--- src/rtl/i2s_tdm_rx.sv ---
// Oversampled I2S/TDM receiver: synchronises bck/lrck/sdata, assembles frames, buffers them in a FWFT FIFO.
// Optional statistics counters (drop_cnt, err_cnt, stats_clr) are built when I2S_RX_STATS_EN is defined.
module i2s_tdm_rx #(
   parameter int CHANNELS   = 2,
   parameter int SLOT_W     = 32,
   parameter int DATA_W     = 24,
   parameter int FIFO_DEPTH = 4
) (
   input  logic                           clk,
   input  logic                           resetn,
   input  logic                           enable,
   input  logic                           fmt_tdm,
   input  logic                           bck,
   input  logic                           lrck,
   input  logic                           sdata,
   output logic [CHANNELS*DATA_W-1:0]     out_data,
   output logic                           out_valid,
   input  logic                           out_ready,
   output logic [$clog2(FIFO_DEPTH):0]    fifo_level,
   output logic                           overflow,
   output logic                           frame_err
`ifdef I2S_RX_STATS_EN
   ,
   input  logic                           stats_clr,
   output logic [15:0]                    drop_cnt,
   output logic [15:0]                    err_cnt
`endif
);

   localparam int FRAME_W    = CHANNELS * DATA_W;
   localparam int FRAME_BITS = CHANNELS * SLOT_W;
   localparam int CNT_W      = $clog2(FRAME_BITS);
   localparam int POS_W      = $clog2(SLOT_W + 1);
   localparam int PTR_W      = $clog2(FIFO_DEPTH);
   localparam int LVL_W      = PTR_W + 1;

   localparam logic [1:0] IDLE = 2'd0;
   localparam logic [1:0] HUNT = 2'd1;
   localparam logic [1:0] RUN  = 2'd2;
   localparam logic [1:0] WAIT = 2'd3;

   logic [2:0]         in_meta_q, in_meta_d, in_sync_q, in_sync_d;
   logic               bck_prev_q, bck_prev_d, lrck_prev_q, lrck_prev_d;
   logic [1:0]         state_q, state_d;
   logic [CNT_W-1:0]   bitcnt_q, bitcnt_d;
   logic [POS_W-1:0]   pos_q, pos_d;
   logic [FRAME_W-1:0] frame_q, frame_d;
   logic               frame_err_q, frame_err_d;
   logic [FRAME_W-1:0] mem_q [FIFO_DEPTH];
   logic [PTR_W-1:0]   wr_ptr_q, wr_ptr_d, rd_ptr_q, rd_ptr_d;
   logic [LVL_W-1:0]   level_q, level_d;
   logic [FRAME_W-1:0] out_data_q, out_data_d;
   logic               out_valid_q, out_valid_d;
   logic               overflow_q, overflow_d;
   logic               bck_rise, lrck_s, sdata_s, fsync;
   logic               push_req, push_ok, pop, full, drop;

   assign bck_rise = in_sync_q[2] & ~bck_prev_q;
   assign lrck_s   = in_sync_q[1];
   assign sdata_s  = in_sync_q[0];
   // I2S frames start on lrck falling; TDM frames on a one-bck high pulse.
   assign fsync    = fmt_tdm ? lrck_s : (lrck_prev_q & ~lrck_s);

   // NOTE: every signal gets a default first so no path leaves it unassigned (no latches).
   always_comb begin
      in_meta_d   = {bck, lrck, sdata};
      in_sync_d   = in_meta_q;
      bck_prev_d  = in_sync_q[2];
      lrck_prev_d = bck_rise ? lrck_s : lrck_prev_q;
      state_d     = state_q;
      bitcnt_d    = bitcnt_q;
      pos_d       = pos_q;
      frame_d     = frame_q;
      frame_err_d = 1'b0;
      push_req    = 1'b0;
      if (!enable) begin
         state_d  = IDLE;
         bitcnt_d = '0;
         pos_d    = '0;
      end else begin
         case (state_q)
            IDLE: state_d = HUNT;
            HUNT, WAIT: begin
               if (bck_rise && fsync) begin
                  state_d  = RUN;
                  bitcnt_d = '0;
                  pos_d    = '0;
               end
            end
            RUN: begin
               if (bck_rise) begin
                  if (pos_q < POS_W'(DATA_W)) frame_d = {frame_q[FRAME_W-2:0], sdata_s};
                  // The last bit of a frame may share its bck edge with the next fsync.
                  if (bitcnt_q == CNT_W'(FRAME_BITS - 1)) begin
                     push_req = 1'b1;
                     state_d  = fsync ? RUN : WAIT;
                     bitcnt_d = '0;
                     pos_d    = '0;
                  end else if (fsync) begin
                     frame_err_d = 1'b1;
                     bitcnt_d    = '0;
                     pos_d       = '0;
                  end else begin
                     bitcnt_d = bitcnt_q + 1'b1;
                     pos_d    = (pos_q == POS_W'(SLOT_W - 1)) ? '0 : pos_q + 1'b1;
                  end
               end
            end
            default: state_d = IDLE;
         endcase
      end
   end

   always_comb begin
      full        = (level_q == LVL_W'(FIFO_DEPTH));
      pop         = out_valid_q & out_ready;
      push_ok     = push_req & (~full | pop);
      drop        = push_req & full & ~pop;
      wr_ptr_d    = wr_ptr_q + PTR_W'(push_ok);
      rd_ptr_d    = rd_ptr_q + PTR_W'(pop);
      level_d     = level_q + LVL_W'(push_ok) - LVL_W'(pop);
      overflow_d  = overflow_q | drop;
      // A frame pushed this clk becomes visible one clk later, after it lands in storage.
      out_valid_d = (level_q > LVL_W'(pop));
      out_data_d  = out_valid_d ? mem_q[rd_ptr_d] : out_data_q;
   end

   // NOTE: FIFO storage has no reset; pointers and level alone define which entries are valid.
   always_ff @(posedge clk) begin
      if (push_ok) mem_q[wr_ptr_q] <= frame_d;
   end

   // NOTE: non-blocking assignments so every flop updates from pre-edge values.
   always_ff @(posedge clk or negedge resetn) begin
      if (!resetn) begin
         in_meta_q   <= '0;
         in_sync_q   <= '0;
         bck_prev_q  <= 1'b0;
         lrck_prev_q <= 1'b0;
         state_q     <= IDLE;
         bitcnt_q    <= '0;
         pos_q       <= '0;
         frame_q     <= '0;
         frame_err_q <= 1'b0;
         wr_ptr_q    <= '0;
         rd_ptr_q    <= '0;
         level_q     <= '0;
         out_data_q  <= '0;
         out_valid_q <= 1'b0;
         overflow_q  <= 1'b0;
      end else begin
         in_meta_q   <= in_meta_d;
         in_sync_q   <= in_sync_d;
         bck_prev_q  <= bck_prev_d;
         lrck_prev_q <= lrck_prev_d;
         state_q     <= state_d;
         bitcnt_q    <= bitcnt_d;
         pos_q       <= pos_d;
         frame_q     <= frame_d;
         frame_err_q <= frame_err_d;
         wr_ptr_q    <= wr_ptr_d;
         rd_ptr_q    <= rd_ptr_d;
         level_q     <= level_d;
         out_data_q  <= out_data_d;
         out_valid_q <= out_valid_d;
         overflow_q  <= overflow_d;
      end
   end

   assign out_data   = out_data_q;
   assign out_valid  = out_valid_q;
   assign fifo_level = level_q;
   assign overflow   = overflow_q;
   assign frame_err  = frame_err_q;

`ifdef I2S_RX_STATS_EN
   logic [15:0] drop_cnt_q, drop_cnt_d, err_cnt_q, err_cnt_d;

   always_comb begin
      drop_cnt_d = drop_cnt_q;
      err_cnt_d  = err_cnt_q;
      if (stats_clr) begin
         drop_cnt_d = '0;
         err_cnt_d  = '0;
      end else begin
         if (drop && drop_cnt_q != 16'hFFFF)       drop_cnt_d = drop_cnt_q + 1'b1;
         if (frame_err_d && err_cnt_q != 16'hFFFF) err_cnt_d  = err_cnt_q + 1'b1;
      end
   end

   always_ff @(posedge clk or negedge resetn) begin
      if (!resetn) begin
         drop_cnt_q <= '0;
         err_cnt_q  <= '0;
      end else begin
         drop_cnt_q <= drop_cnt_d;
         err_cnt_q  <= err_cnt_d;
      end
   end

   assign drop_cnt = drop_cnt_q;
   assign err_cnt  = err_cnt_q;
`endif

endmodule

--- config.mk ---
export PLATFORM = sky130hd
export DESIGN_NAME = i2s_tdm_rx
export DESIGN_NICKNAME = d
export VERILOG_FILES = /design/src/rtl/i2s_tdm_rx.sv
export SDC_FILE = /design/constraint.sdc
export NUM_CORES = 1
export LEC_CHECK = 0
export CAP_MARGIN = 20
export CORE_ASPECT_RATIO = 1.2
export CORE_MARGIN = 5
export CORE_UTILIZATION = 40
export DETAILED_ROUTE_END_ITERATION = 10
export REMOVE_ABC_BUFFERS = 1
export SETUP_SLACK_MARGIN = 0.3
export SLEW_MARGIN = 20
export SYNTH_ARGS = -nofsm -noshare
export SYNTH_HDL_FRONTEND = slang
export SYNTH_SLANG_ARGS = --single-unit
--- constraint.sdc ---
create_clock -name clk -period 11.85 [get_ports clk]
set_input_delay 1.7775 -clock clk [delete_from_list [all_inputs] [get_ports clk]]
set_output_delay 1.7775 -clock clk [all_outputs]
set_load 0.05 [all_outputs]
# Yosys cells after proc, flatten, opt, wreduce, memory -nomap -nowiden
# Memories as Yosys holds them, arrays and structs flattened. A register that Yosys moved wholly into a read port is not among the register bits.
# Cells that the tools add are included.
[classes] shift=0 n_div=0 mux=34 magnitude_cmp=2 reduce_logical=6 add_sub_neg=6 n_eq_ne=10 bitwise_logic=12 mul=0
[ops] operator="48-bit two-way mux" n=4
[ops] operator="6-bit two-way mux" n=10
[ops] operator="6-bit one-hot mux with 2 select lines" n=2
[ops] operator="1-bit two-way mux" n=13
[ops] operator="6-bit by 1-bit adder with 6-bit output, second input constant" n=2
[ops] operator="3-bit != test, second input constant" n=3
[ops] operator="2-bit two-way mux" n=4
[ops] operator="1-bit bitwise AND" n=6
[ops] operator="6-bit by 5-bit == test with 1-bit output, second input constant" n=1
[ops] operator="6-bit == test, second input constant" n=1
[ops] operator="6-bit by 5-bit < comparator with 1-bit output, second input constant" n=1
[ops] operator="2-bit one-hot mux with 3 select lines" n=1
[ops] operator="3-bit AND reduction" n=2
[ops] operator="2-bit by 1-bit adder with 2-bit output" n=2
[ops] operator="2-bit == test, second input constant" n=2
[ops] operator="1-bit inverter" n=4
[ops] operator="3-bit by 1-bit adder with 3-bit output" n=1
[ops] operator="3-bit == test, second input constant" n=1
[ops] operator="3-bit by 1-bit greater-than comparator with 1-bit output" n=1
[ops] operator="3-bit by 1-bit != test with 1-bit output, second input constant" n=1
[ops] operator="3-bit by 1-bit subtractor with 3-bit output" n=1
[ops] operator="2-bit by 1-bit == test with 1-bit output, second input constant" n=1
[ops] operator="2-bit logical NOT" n=1
[ops] operator="1-bit OR" n=2
[ops] operator="3 further kinds" n=3
[totals] ff_bits=80 latch_bits=0 romBits=0 ramBits=192 inputBits=8 out_inout_bits=54 mem_count=1
[memory_table] name="mem_q" words=4 width=48 read_ports=1 rd_clocked_by_memory_dff=1 write_ports=1 line_no="49" source="logic [FRAME_W-1:0] mem_q [FIFO_DEPTH];"

# Logic depth before layout (Yosys ltp)
# Gate-level depths: netlist (run 1).
[depth] ltp_word=8 ltp_mapped=10

# Worst setup path before layout (run 1)
# No wires, ideal clock.
[synth_timing] kind="input to register" start="input port enable" end="memory mem_q[1][0] (netlist bit), enable pin" setup_slack_ns=5.320 t_arrival_ns=6.007 stages=5 t_required_ns=11.327 n_path_buf=1 path_cell_list="buf_2 -> nand3b_1 -> nor2_1 -> nand3_1 -> nor3b_1"
[synth_between] elab_chain_len=4
[synth_rtl] element="start: declaration" line_no="11" source="input logic enable,"
[synth_rtl] element="1-bit two-way mux" line_no="76" source="if (!enable) begin"
[synth_rtl] element="1-bit bitwise AND" line_no="117" source="push_ok = push_req & (~full | pop);"
[synth_rtl] element="1-bit two-way mux" line_no="130" source="if (push_ok) mem_q[wr_ptr_q] <= frame_d;"
[synth_rtl] element="1-bit two-way mux (not written as such)" line_no="130"
[synth_rtl] element="end: declaration" line_no="49"
# Every way passes these cells.

# Final worst setup path (run 1)
[layout_timing] start="input port enable" end="memory mem_q[3][12] (netlist bit), enable pin"
# The elaborated chain is that of the path after synthesis.

==> metrics.md, run 1 <==
| Metric | Value |
|---|---|
| CP required | 11.97 ns |
| Slowest-stage cell, CP | clkdlybuf4s50_1 |
| Die ar. | 33,500 µm² |
| Largest net degree at the start of global routing | 71 |
| Tmin final | 4.21 ns |
| R2r endpoint | mem_q[3][12] |
| Delay-heaviest family, CP | buffers and inverters |
| Area of the core | 29,600 µm² |
| Worst hold slack | 0.350 ns |
| Initial antenna violation count | 0 |
| Post-DP Area | 13,100 µm² |
| Global-route wire length before repair | 35,600 µm |
| Worst Hold Path Cells | 0 |
| CTS sink count | 320 |
| VDD IR max | 0.166 mV |
| Tot GR Track Use | 13.5% |
| R2r worst-path depth | 7 |
| Non-Filler Instances | 1,092 |
| Setup Buffers After CTS | 0 |
| Final HPWL DP | 11,900 µm |
| H-tree levels | 2 |
| Die Ht | 200 µm |
| Via count | 5,685 |
| Initial core utilization | 40.5% |
| Hold Crit Endpoint | in_sync_q[0] |
| Total Wirelength | 21,900 µm |
| Final net count | 694 |
| Max Cap Viol | 0 |
| Clock Path Buffers | 3 |
| Synth area leader | edfxtp_1 |
| Worst slew pin tran | 0.952 ns |
| Fmax | 238 MHz |
| Num CTS Buffers | 34 |
| Asr flop ratio synth | 40.0% |
| CTS tree | built |
| Crit path buf inv count | 3 |
| Synthesized instance count | 595 |
| Arrival @ worst endpoint | 4.32 ns |
| Synth Cell Area | 12,000 µm² |
| Vias per cell | 5.21 |
| CTS resizes | 0 |
| Origin of the critical flop-to-flop path | bitcnt_q[1] |
| Placed cells | 1,030 |
| Ports | 62 |
| R2r setup slk | 8.80 ns |
| P per Cell Area | 198 nW/µm² |
| Number of global-route vias before repair | 6,378 |
| Syn avg cell area | 20.1 µm² |
| DR WL/cell | 20.1 µm |
| Skew-Pair Late Insertion Delay | 0.50 ns |
| Worst min path class | flop to flop |
| Synth-to-Final Area Change | 18.4% |
| Gpl congestion | 0.702 |
| Ys Warns | 0 |
| Ant diodes | 0 |
| Flops & latches, synth | 320 |
| Hold_buf cts | 0 |
| Die W | 168 µm |
| RSZ-0062 raised after global routing | no |
| Number of enable-type register cells in the synthesized netlist | 192 |
| Critical path's largest stage delay | 0.75 ns |
| Worst Setup End Kind | flop |
| Final setup violation count | 0 |
| Clock Tree Root | clkbuf_16 |
| Post-route ant nets | 0 |
| Clock Pin Slew Worst Setup and Hold Paths | 0.06 ns |
| Power Total | 2.81 mW |
| Setup TNS | 0 ns |
| Status | finished, final reports clean |
| Period utilization | 35.5% |
| Share of layout cells above drive strength 1 | 30.1% |
| Final Worst Setup Slack | 7.64 ns |
| First-pass DRT Iterations | 4 |
| Top FF cell, synth | edfxtp_1 |
| Remaining global-route overflow | 0 |
| HP Start | in_meta_q[0] |
| Sequential area share after synthesis | 74.9% |
| Clock skew | 0.0207 ns |
| Number of remaining DRC errors | 0 |
| Post-route cell area | 14,200 µm² |
| Post-synth top cells | 192 x edfxtp_1, 128 x dfrtp_1, 98 x mux2_2, 48 x mux4_2 |
| Startpoint Class | primary input |
| Cell with the most instances after synthesis | edfxtp_1 |
| Crit-path cells | clkdlybuf4s50_1 -> nand3b_1 -> nor2_1 -> nand3_1 -> inv_1 -> and3_2 -> buf_4 |
| Top-area cell type share of the netlist area | 48.1% |
| I/O Buffers | 61 |
| Leak | 4.88 nW |
| Placement Setup Slack | 7.14 ns |
| Critical path peak fanout | 48 |
| Final hold violations | 0 |
| DRT iter0 DRCs | 291 |
| Yosys cell types | 40 |
| Final slew viol count | 0 |
| Area contributors post-synth | edfxtp_1 48%, dfrtp_1 27%, mux2_2 9.2% |
| Post-route core utilization | 47.9% |
| Slew Limit Headroom | 36.5% |
| Num rows | 69 |
| Setup Crit Path Kind | primary input to flop |
layer usage:
| metal | up-vias | part of all wire (%) | GRT usage [%] |
|---|---|---|---|
| met5 | - | 0 | 0 |
| met1 | 3018 | 42 | 17.4 |
| met2 | 126 | 52 | 24.0 |
| met4 | 0 | 1.8 | 3.31 |
| li1 | 2510 | - | - |
| met3 | 31 | 4.4 | 2.55 |
layout by cell type, fill, tap and decap left out, drive strengths merged, types with 2 or more instances in the layout:
master / n
a211oi: 3
a21oi: 5
a221o: 3
a22o: 2
a32o: 2
and2: 2
and3: 4
buf: 10
bufinv: 3
clkbuf: 50
clkdlybuf4s50: 60
clkinv: 6
dfrtp: 128
edfxtp: 192
ha: 8
inv: 10
mux2: 98
mux4: 48
nand2: 8
nand3: 10
nand3b: 3
nor2: 8
nor2b: 2
nor3: 9
nor3b: 3
nor4: 2
o21ai: 4
o22ai: 2
o32ai: 2
xor2: 3
logic make-up (layout without fill, tap and decap cells):
kind of cell	after synthesis	count (layout)	share of synthesized area (%)
muxes	146	146	18.2
and+or+nand+nor	54	54	2.39
AOI/OAI and AO/OA	30	30	2.14
DFF	320	320	74.9
buffers and inverters	33	140	1.14
adders and majority gates	9	9	1.00
xor gates and xnor gates	3	3	0.219
registers in the layout, indices dropped and copies added (netlist names):
register / flops
mem_q: 192
frame_q: 48
out_data: 48
bitcnt_q: 6
pos_q: 6
fifo_level: 3
in_meta_q: 3
in_sync_q: 3
rd_ptr_q: 2
state_q: 2
wr_ptr_q: 2
bck_prev_q: 1
frame_err: 1
lrck_prev_q: 1
out_valid: 1
overflow: 1
report_power, final:
part           leakage (nW)  switching (mW)  internal, mW  total [mW]
clock network         0.519           0.393         0.617        1.01
registers              3.09          0.0247          1.21        1.23
logic                  1.28           0.330         0.236       0.566
final cells by class:
class | count | area, µm²
clock buffer | 50 | 942
tap | 390 | 488
timing repair buffer | 70 | 699
multi-input combinational | 242 | 2920
clock inverter | 11 | 133
fill | 2497 | 15400
sequential | 320 | 8970
inverter | 9 | 33.8
worst max path at each step:
stage / startpoint / endpoint / depth (start not counted)
2_1_floorplan: enable / mem_q[1][0] / 4
3_3_place_gp: enable / mem_q[3][1] / 7
3_5_place_dp: enable / mem_q[3][10] / 7
4_1_cts: enable / mem_q[3][35] / 7
5_1_grt: enable / mem_q[3][35] / 7
6_report: enable / mem_q[3][12] / 7
Power figures use the tool's default switching activity.
==> run 2, diff against run 1 <==
==> constraint.sdc (replaced) <==
create_clock -name clk -period 4.1 [get_ports clk]
set_input_delay 0.615 -clock clk [delete_from_list [all_inputs] [get_ports clk]]
set_output_delay 0.615 -clock clk [all_outputs]
set_load 0.05 [all_outputs]
==> run 2 against run 1 <==
  * Clock skew fell by 0.0035 ns
  * Worst hold slack got worse by 0.17 ns
  * Worst setup slack got worse by 6.5 ns
  * Sequential share of layout area fell by 0.65 points
  * Clock power rose to 3.0 times the previous value
  * Final cell count rose by 0.18%
  * Combinational power rose to 3.0 times the previous value
  * Via count rose by 0.30%
  * Global-route usage fell by 0.12 points
  * Count of clock-buffer cells in the layout fell by 5
  * Critical path depth rose by 3
  * Largest cell class unchanged
==> metrics.md, run 2 (synthesis gave the netlist of run 1 again) <==
| Metric | Value |
|---|---|
| Tmin final | 2.99 ns |
| Max FFs per register | 192 |
| Die ar. | 33,500 µm² |
| Startpoint Class | flop |
| Reg with most FFs | mem_q |
| Leak | 4.96 nW |
| P per Cell Area | 580 nW/µm² |
| Slew Limit Headroom | 44.9% |
| Area of the multi-input gates | 2920 µm² |
| CTS sink count | 320 |
| Total Wirelength | 21,800 µm |
| Vias per cell | 5.21 |
| Max Cap Viol | 0 |
| VDD IR max | 0.519 mV |
| Remaining global-route overflow | 0 |
| Clock Path Buffers | 3 |
| Final HPWL DP | 12,000 µm |
| Die W | 168 µm |
| Worst Setup End Kind | flop |
| Final setup violation count | 0 |
| Number of remaining DRC errors | 0 |
| Origin of the critical flop-to-flop path | bitcnt_q[1] |
| Worst min path class | primary input to asynchronous set/reset pin |
| Clock Tree Root | clkbuf_16 |
| Delay-heaviest family, CP | adder cells |
| R2r worst-path depth | 10 |
| Status | finished, final reports clean |
| CTS tree | built |
| Ports | 62 |
| Tot GR Track Use | 13.4% |
| Num CTS Buffers | 34 |
| DRT iter0 DRCs | 371 |
| Synth-to-Final Area Change | 19.7% |
| Slowest-stage cell, CP | and3_1 |
| Register area | 8970 µm² |
| Die Ht | 200 µm |
| CP required | 4.48 ns |
| Period utilization | 73.0% |
| Post-route ant nets | 0 |
| R2r endpoint | fifo_level[2] |
| Clock Pin Slew Worst Setup and Hold Paths | 0.06 ns |
| First-pass DRT Iterations | 4 |
| Critical path peak fanout | 13 |
| Final hold violations | 0 |
| RSZ-0062 raised after global routing | no |
| CP most frequent cell | ha_1 |
| Clock skew | 0.0171 ns |
| Largest net degree at the start of global routing | 82 |
| Global-route wire length before repair | 35,200 µm |
| DR WL/cell | 20.0 µm |
| Skew-Pair Late Insertion Delay | 0.50 ns |
| Most common cell after layout, fill and taps aside | edfxtp_1 |
| R2r setup slk | 1.11 ns |
| Gpl congestion | 0.777 |
| Initial core utilization | 40.5% |
| Fillers | 2,436 |
| Num rows | 69 |
| Arrival @ worst endpoint | 3.37 ns |
| Crit-path cells | ha_1 -> and3_1 -> and3_1 -> nand3_1 -> ha_1 -> inv_1 -> ha_1 -> inv_1 -> fa_1 -> xor2_1 |
| Fmax | 334 MHz |
| Worst hold slack | 0.179 ns |
| Setup TNS | 0 ns |
| Area of the core | 29,600 µm² |
| Power Total | 8.31 mW |
| Final slew viol count | 0 |
| Crit path buf inv count | 2 |
| Hold_buf cts | 0 |
| Number of global-route vias before repair | 6,395 |
| Share of layout cells above drive strength 1 | 31.5% |
| Final net count | 696 |
| Via count | 5,702 |
| H-tree levels | 2 |
| Setup Buffers After CTS | 0 |
| Setup Crit Path Kind | flop to flop |
| Initial antenna violation count | 0 |
| Post-route core utilization | 48.4% |
| Worst slew pin tran | 0.826 ns |
| Critical path's largest stage delay | 0.53 ns |
| CTS resizes | 0 |
| Ant diodes | 0 |
| I/O Buffers | 61 |
| Commonest cells after routing, fill and taps aside | 192 x edfxtp_1, 128 x dfrtp_1, 98 x mux2_2, 60 x clkdlybuf4s50_1, 48 x mux4_2 |
run 2: cell count changes in the layout (fill, tap and decap cells not counted), moves of 3 or more:
| cell | change |
|---|---|
| clkbuf_8 | +3 |
| clkbuf_1 | -8 |
| buf_12 | +7 |
| clkinv_2 | +5 |
| buf_4 | -4 |
run 2: worst max-delay path by stage:
stage	startpoint	endpoint	slack, ns	depth (start not counted)
after CTS	bitcnt_q[1]	fifo_level[2]	1.12	10
final	bitcnt_q[1]	fifo_level[2]	1.11	10
after global placement	enable	fifo_level[2]	0.93	10
after detailed placement	enable	fifo_level[2]	0.87	10
after global routing	bitcnt_q[1]	fifo_level[2]	0.93	10
after floorplan	bitcnt_q[0]	mem_q[1][0]	-1.36	5
run 2: layout make-up:
type                       count  area share [%]
timing repair buffer          72            5.46
clock inverter                16            1.29
tap                          390            3.40
inverter                       9           0.236
multi-input combinational    242            20.4
sequential                   320            62.6
clock buffer                  45            6.65
run 2: per-stage QoR:
step	worst slack, ns	instances	cell area, µm²
3_5_place_dp	0.867	1033	13200
6_report	1.11	1094	14300
4_1_cts	1.12	1094	14300
5_1_grt	0.928	1094	14300
2_1_floorplan	-1.36	571	11900
3_3_place_gp	0.929	1033	13200
run 2: routing by layer:
layer | vias to the layer above | routed length (µm) | track usage [%]
met5 | - | 0 | 0
li1 | 2514 | - | -
met2 | 134 | 11200 | 23.3
met1 | 3020 | 9260 | 17.3
met4 | 0 | 393 | 3.46
met3 | 34 | 974 | 2.81
run 2: where the power goes:
part / switching [mW] / total [mW] / internal, mW
sequential: 0.0724 / 3.56 / 3.49
combinational: 0.964 / 1.67 / 0.709
clock: 1.18 / 3.07 / 1.89
total: 2.22 / 8.31 / 6.09
==> run 3, diff against run 2 <==
==> constraint.sdc (replaced) <==
create_clock -name clk -period 2.4 [get_ports clk]
set_input_delay 0.36 -clock clk [delete_from_list [all_inputs] [get_ports clk]]
set_output_delay 0.36 -clock clk [all_outputs]
set_load 0.05 [all_outputs]
==> run 3 against run 2 <==
  * Critical endpoint is now fifo_level[1]
  * Global-route usage up 0.18 points
  * Final area up 5.9%
  * Combinational power up 120%
  * Flip-flop and latch count unchanged
  * Routed wire length up 11%
  * Utilization up 2.9 points
==> metrics.md, run 3 (synthesis gave the netlist of run 1 again) <==
| Metric | Value |
|---|---|
| H-tree levels | 2 |
| Remaining global-route overflow | 0 |
| Number of remaining DRC errors | 0 |
| Commonest cells after routing, fill and taps aside | 192 x edfxtp_1, 127 x dfrtp_1, 93 x mux2_2, 48 x mux4_2, 45 x clkdlybuf4s50_1 |
| Tot GR Track Use | 13.6% |
| Net load switching power | 3.98 mW |
| Worst Setup End Kind | flop |
| Post-route core utilization | 51.3% |
| Global-route wire length before repair | 36,000 µm |
| R2r worst-path depth | 10 |
| Period utilization | 87.8% |
| Ports | 62 |
| Status | finished, final reports clean |
| Fmax | 474 MHz |
| Fillers | 2,338 |
| Slew Limit Headroom | 61.2% |
| P per Cell Area | 976 nW/µm² |
| Final slew viol count | 0 |
| Worst slew pin tran | 0.584 ns |
| VDD IR max | 0.645 mV |
| Gpl congestion | 0.691 |
| Setup Crit Path Kind | flop to flop |
| Post-DP Area | 13,500 µm² |
| DRT iter0 DRCs | 324 |
| Post-route cell area | 15,200 µm² |
| First-pass DRT Iterations | 4 |
| I/O Buffers | 61 |
| Seq pwr share | 41.2% |
| Die ar. | 33,500 µm² |
| Vias per cell | 5.23 |
| Final hold violations | 0 |
| Reg with most FFs | mem_q |
| Initial antenna violation count | 0 |
| Clock Tree Root | clkbuf_16 |
| Tmin final | 2.11 ns |
| Max FFs per register | 192 |
| Clock Path Buffers | 3 |
| Via count | 6,020 |
| Critical path peak fanout | 2 |
| Leak | 5.37 nW |
| Clock skew | 0.0196 ns |
| Num CTS Buffers | 34 |
| Die Ht | 200 µm |
| RSZ-0062 raised after global routing | yes |
| Max Cap Viol | 0 |
| Clock share of power | 33.6% |
| Area of the core | 29,600 µm² |
| Combinational share of power | 25.3% |
| Final HPWL DP | 13,700 µm |
| Worst min path class | primary input to flop |
| Cell Int Power | 10.8 mW |
| Total Wirelength | 24,200 µm |
| Switching share of power | 26.8% |
| Final net count | 753 |
| Synth-to-Final Area Change | 26.8% |
| Met3 Use GR | 2.73% |
| Die W | 168 µm |
| CTS tree | built |
| Met2 GRT Util | 24.6% |
| CP required | 2.79 ns |
| Number of global-route vias before repair | 6,538 |
| Num rows | 69 |
| Worst hold slack | 0.298 ns |
| Top Usage Layer GRT | met2 |
| Startpoint Class | flop |
| Most common cell after layout, fill and taps aside | edfxtp_1 |
| GR Util met1 | 16.8% |
| Share of layout cells above drive strength 1 | 37.1% |
| Final Worst Setup Slack | 0.292 ns |
| Final setup violation count | 0 |
| Post-route ant nets | 0 |
| Initial core utilization | 40.5% |
| Clock Pin Slew Worst Setup and Hold Paths | 0.06 ns |
| Placement Setup Slack | -0.145 ns |
| Skew-Pair Late Insertion Delay | 0.50 ns |
| Ant diodes | 0 |
| Worst Hold Path Cells | 1 |
| Arrival @ worst endpoint | 2.49 ns |
| DR WL/cell | 21.0 µm |
| CTS sink count | 320 |
| Largest net degree at the start of global routing | 56 |
## run 3: cell types whose count changed in the layout (fill, tap and decap cells not counted), moves of 7 or more
cell and change:
clkbuf_1 +8, clkinv_2 -7, dlygate4sd2_1 +10, buf_4 +23
buf_6 +10, clkdlybuf4s50_1 -15, buf_12 +11, clkbuf_16 +8
## run 3: area by class of cell
cell class	instances	area, µm²	share of cell area, %
Multi-Input combinational cell	242	3040	20.0
Sequential cell	320	8970	59.1
Timing Repair Buffer	129	1580	10.4
Clock buffer	53	983	6.48
Tap cell	390	488	3.21
Inverter	9	36.3	0.239
Clock inverter	7	85.1	0.560
## run 3: worst max-delay path, stage by stage, from the launching register on
cell and delay, ns:
dfrtp_1 0.36, ha_2 0.19, and3_4 0.18, and3_4 0.21, nand3_4 0.08, ha_4 0.22, inv_4 0.05, ha_4 0.11
inv_2 0.04, fa_2 0.52, inv_1 0.04
## run 3: final timing paths
| kind | start | end | slack (ns) |
|---|---|---|---|
| setup reg to reg | bitcnt_q[1] | fifo_level[1] | 0.29 |
| hold / removal | sdata | in_meta_q[0] | 0.30 |
| min in group asynchronous | resetn | in_sync_q[2] | 0.39 |
| max in group asynchronous | resetn | frame_q[36] | 1.35 |
| setup / recovery | bitcnt_q[1] | fifo_level[1] | 0.29 |
| hold reg to reg | in_meta_q[0] | in_sync_q[0] | 0.35 |
## run 3: what timing repair did
item | in CTS | in global routing
pin swaps | 4 | 6
hold endpoints to repair | 53 | 0
buffers inserted | 4 | 15
endpoints found under the setup margin | 203 | 423
hold buffers | 1 | 0
cloned | 1 | 9
resized for setup | 27 | 32
## run 3: stage by stage
stage / setup TNS (ns) / total power [mW] / cells
3_5_place_dp: -3.29 / 9.32 / 1060
4_1_cts: 0 / 14.3 / 1126
5_1_grt: 0 / 15.5 / 1150
2_1_floorplan: -645.61 / 8.09 / 571
3_3_place_gp: -3.16 / 9.26 / 1060
6_report: 0 / 14.8 / 1150
## run 3: layer usage
metal	vias up	wire length, µm
met5	-	0
met4	0	315
met3	30	953
met2	133	12800
met1	3221	10100
li1	2636	-
## run 3: power groups by stage
stage / Clock [mW] / Sequential (mW) / Combinational [mW]
2_1_floorplan: 0 / 6.61 / 1.48
3_3_place_gp: 0 / 6.19 / 3.06
3_5_place_dp: 0 / 6.20 / 3.11
4_1_cts: 5.12 / 6.10 / 3.13
5_1_grt: 5.36 / 6.12 / 3.98
6_report: 4.98 / 6.10 / 3.74
==> RTL change (flow settings as in run 2) <==
`out_data_q` no longer has a reset.
--- a/src/rtl/i2s_tdm_rx.sv
+++ b/src/rtl/i2s_tdm_rx.sv
@@ -146,5 +146,4 @@
          rd_ptr_q    <= '0;
          level_q     <= '0;
-         out_data_q  <= '0;
          out_valid_q <= 1'b0;
          overflow_q  <= 1'b0;
@@ -162,8 +161,11 @@
          rd_ptr_q    <= rd_ptr_d;
          level_q     <= level_d;
-         out_data_q  <= out_data_d;
          out_valid_q <= out_valid_d;
          overflow_q  <= overflow_d;
       end
+   end
+
+   always_ff @(posedge clk) begin
+      out_data_q <= out_data_d;
    end
 
Check against the original RTL: no difference found for any inputs over 10 cycles, from zero or initial values and one cycle with resetn low; that may be too few to reach the edited logic, so the function may still have changed.
==> RTL change against run 2 <==
Worst setup slack improved by 0.069 ns; global-route usage shrank 0.87 points; total power down 2.8%; synthesized cell count down 9.7%; critical path type unchanged; synthesized area down 2.7%; sequential cell count unchanged; final area fell by 2.4%; combinational power is 16% lower; wire length down 7.1%.
==> RTL change: results (changes against run 2) <==
grt_pass1_wl_mm: 32.9  # -6.5%
nNetsFinal: 640  # -8.0%
port_buffers: 61  # unchanged
ys_seq_area_frac: 0.790  # +0.0413
grt_max_degree: 70  # -15%
drt_wl_total_mm: 20.3  # -7.1%
synth_edf_count: 240  # +25%
largest-register: "mem_q"
synth_area_per_cell_um2: 21.7  # +7.8%
critPathTopFamily: "adder cells"
crit_fanout: 14  # +1
p_leak_uw: 0.00473  # -4.6%
dp_hpwl_mm: 11.4  # -5.2%
crit_path_top_delay_cell: "and3_1"
cts-root-buf: "clkbuf_16"
placed_cells: 976  # -5.5%
clk_latency_ns: 0.55  # +0.05 ns
synthTopCellsByCount: "edfxtp_1, dfrtp_1, mux2_2"
r2r-start: "bitcnt_q[1]"
layout-drive-gt1-share: 0.269  # -0.0464
numCtsBuffers: 30  # -12%
ys_top_cells_by_area: "edfxtp_1, dfrtp_1, mux4_2"
largest_reg_flops: 192  # unchanged
htreeDepth: 1  # -1
status: "complete, no violations"
worst_slew_pin_slew_ns: 0.959  # +0.133 ns
r2r-end: "fifo_level[2]"
fin_skew_ns: 0.00976  # -0.00738 ns
antenna_found_initial: 0  # unchanged
drtIter0Drc: 272  # -27%
internal-power_uw: 5990  # -1.7%
reg2regPathDepth: 10  # unchanged
yosys_warnings: 0  # unchanged
vias_per_cell: 5.06  # -2.9%
regToRegSetupSlack_ns: 1.18  # +0.07 ns
async_flop_share: 0.250  # -0.150
gp_congestion: 0.735  # -5.4%
yosysUniqueCellTypes: 45  # +13%
grt_pass1_vias: 5810  # -9.1%
post_cts_resized: 0  # unchanged
nFillCells: 2411  # -1.0%
slowest_delay_ns: 0.53  # about the same
antenna_cells: 0  # unchanged
path_clk_slew_ns: 0.06  # about the same
grt_use_total: 0.125  # -0.00873
arrival_ns: 3.36  # about the same
peakVddDrop_v: 0.000338  # -35%
fin_cells: 1032  # -5.7%
drt-pass1-iter-count: 4  # unchanged
==> RTL change: power groups by stage <==
stage               clock network (uW)  registers, uW  logic, uW
floorplan                            0           3960        713
global placement                     0           3730       1450
detailed placement                   0           3730       1460
CTS                               3090           3670       1460
global route                      3230           3670       1510
finish                            3020           3660       1400
==> RTL change: cell type report <==
cell class	instances	area (um2)	share of cell area
flip-flops and latches	320	9210	0.658
multi-input cells	190	2400	0.171
clock buffers	34	807	0.0577
repair buffers	72	766	0.0547
well taps	385	482	0.0344
clock inverters	22	292	0.0208
inverters	9	33.8	0.00242
==> RTL change: layer usage <==
metal / vias up / GRT usage / part of all wire
li1: 2347 / - / -
met1: 2745 / 0.161 / 0.41
met2: 100 / 0.223 / 0.53
met3: 33 / 0.0219 / 0.039
met4: 0 / 0.0345 / 0.018
met5: - / 0 / 0
==> RTL change: cell families (layout without fill, tap and decap cells) <==
family	Yosys count	after routing	share of synthesized area
xor+xnor	3	3	0.00225
mux	98	98	0.141
buf+inv	27	137	0.00988
flops	320	320	0.790
fa+ha+maj	9	9	0.0103
compound gates	31	31	0.0236
simple gates	49	49	0.0229
==> RTL change: worst max-delay path by stage <==
stage / slack, ns / to / cells after the start / from
floorplan: -1.34 / mem_q[1][0] / 5 / bitcnt_q[0]
global placement: 0.91 / fifo_level[2] / 10 / enable
detailed placement: 0.86 / fifo_level[2] / 10 / enable
CTS: 1.18 / fifo_level[2] / 10 / bitcnt_q[1]
global route: 0.98 / fifo_level[2] / 10 / bitcnt_q[1]
finish: 1.18 / fifo_level[2] / 10 / bitcnt_q[1]
==> RTL change: per-stage QoR <==
| step | hold slack (ns) | setup slack (ns) | total power [uW] | setup TNS (ns) | cell area [um2] |
|---|---|---|---|---|---|
| finish | 0.214 | 1.18 | 8080 | 0 | 14000 |
| global route | 0.299 | 0.983 | 8420 | 0 | 14000 |
| CTS | 0.257 | 1.18 | 8220 | 0 | 14000 |
| detailed placement | 0.335 | 0.862 | 5190 | 0 | 12900 |
| global placement | 0.334 | 0.914 | 5180 | 0 | 12900 |
| floorplan | 0.319 | -1.34 | 4670 | -177.36 | 11600 |
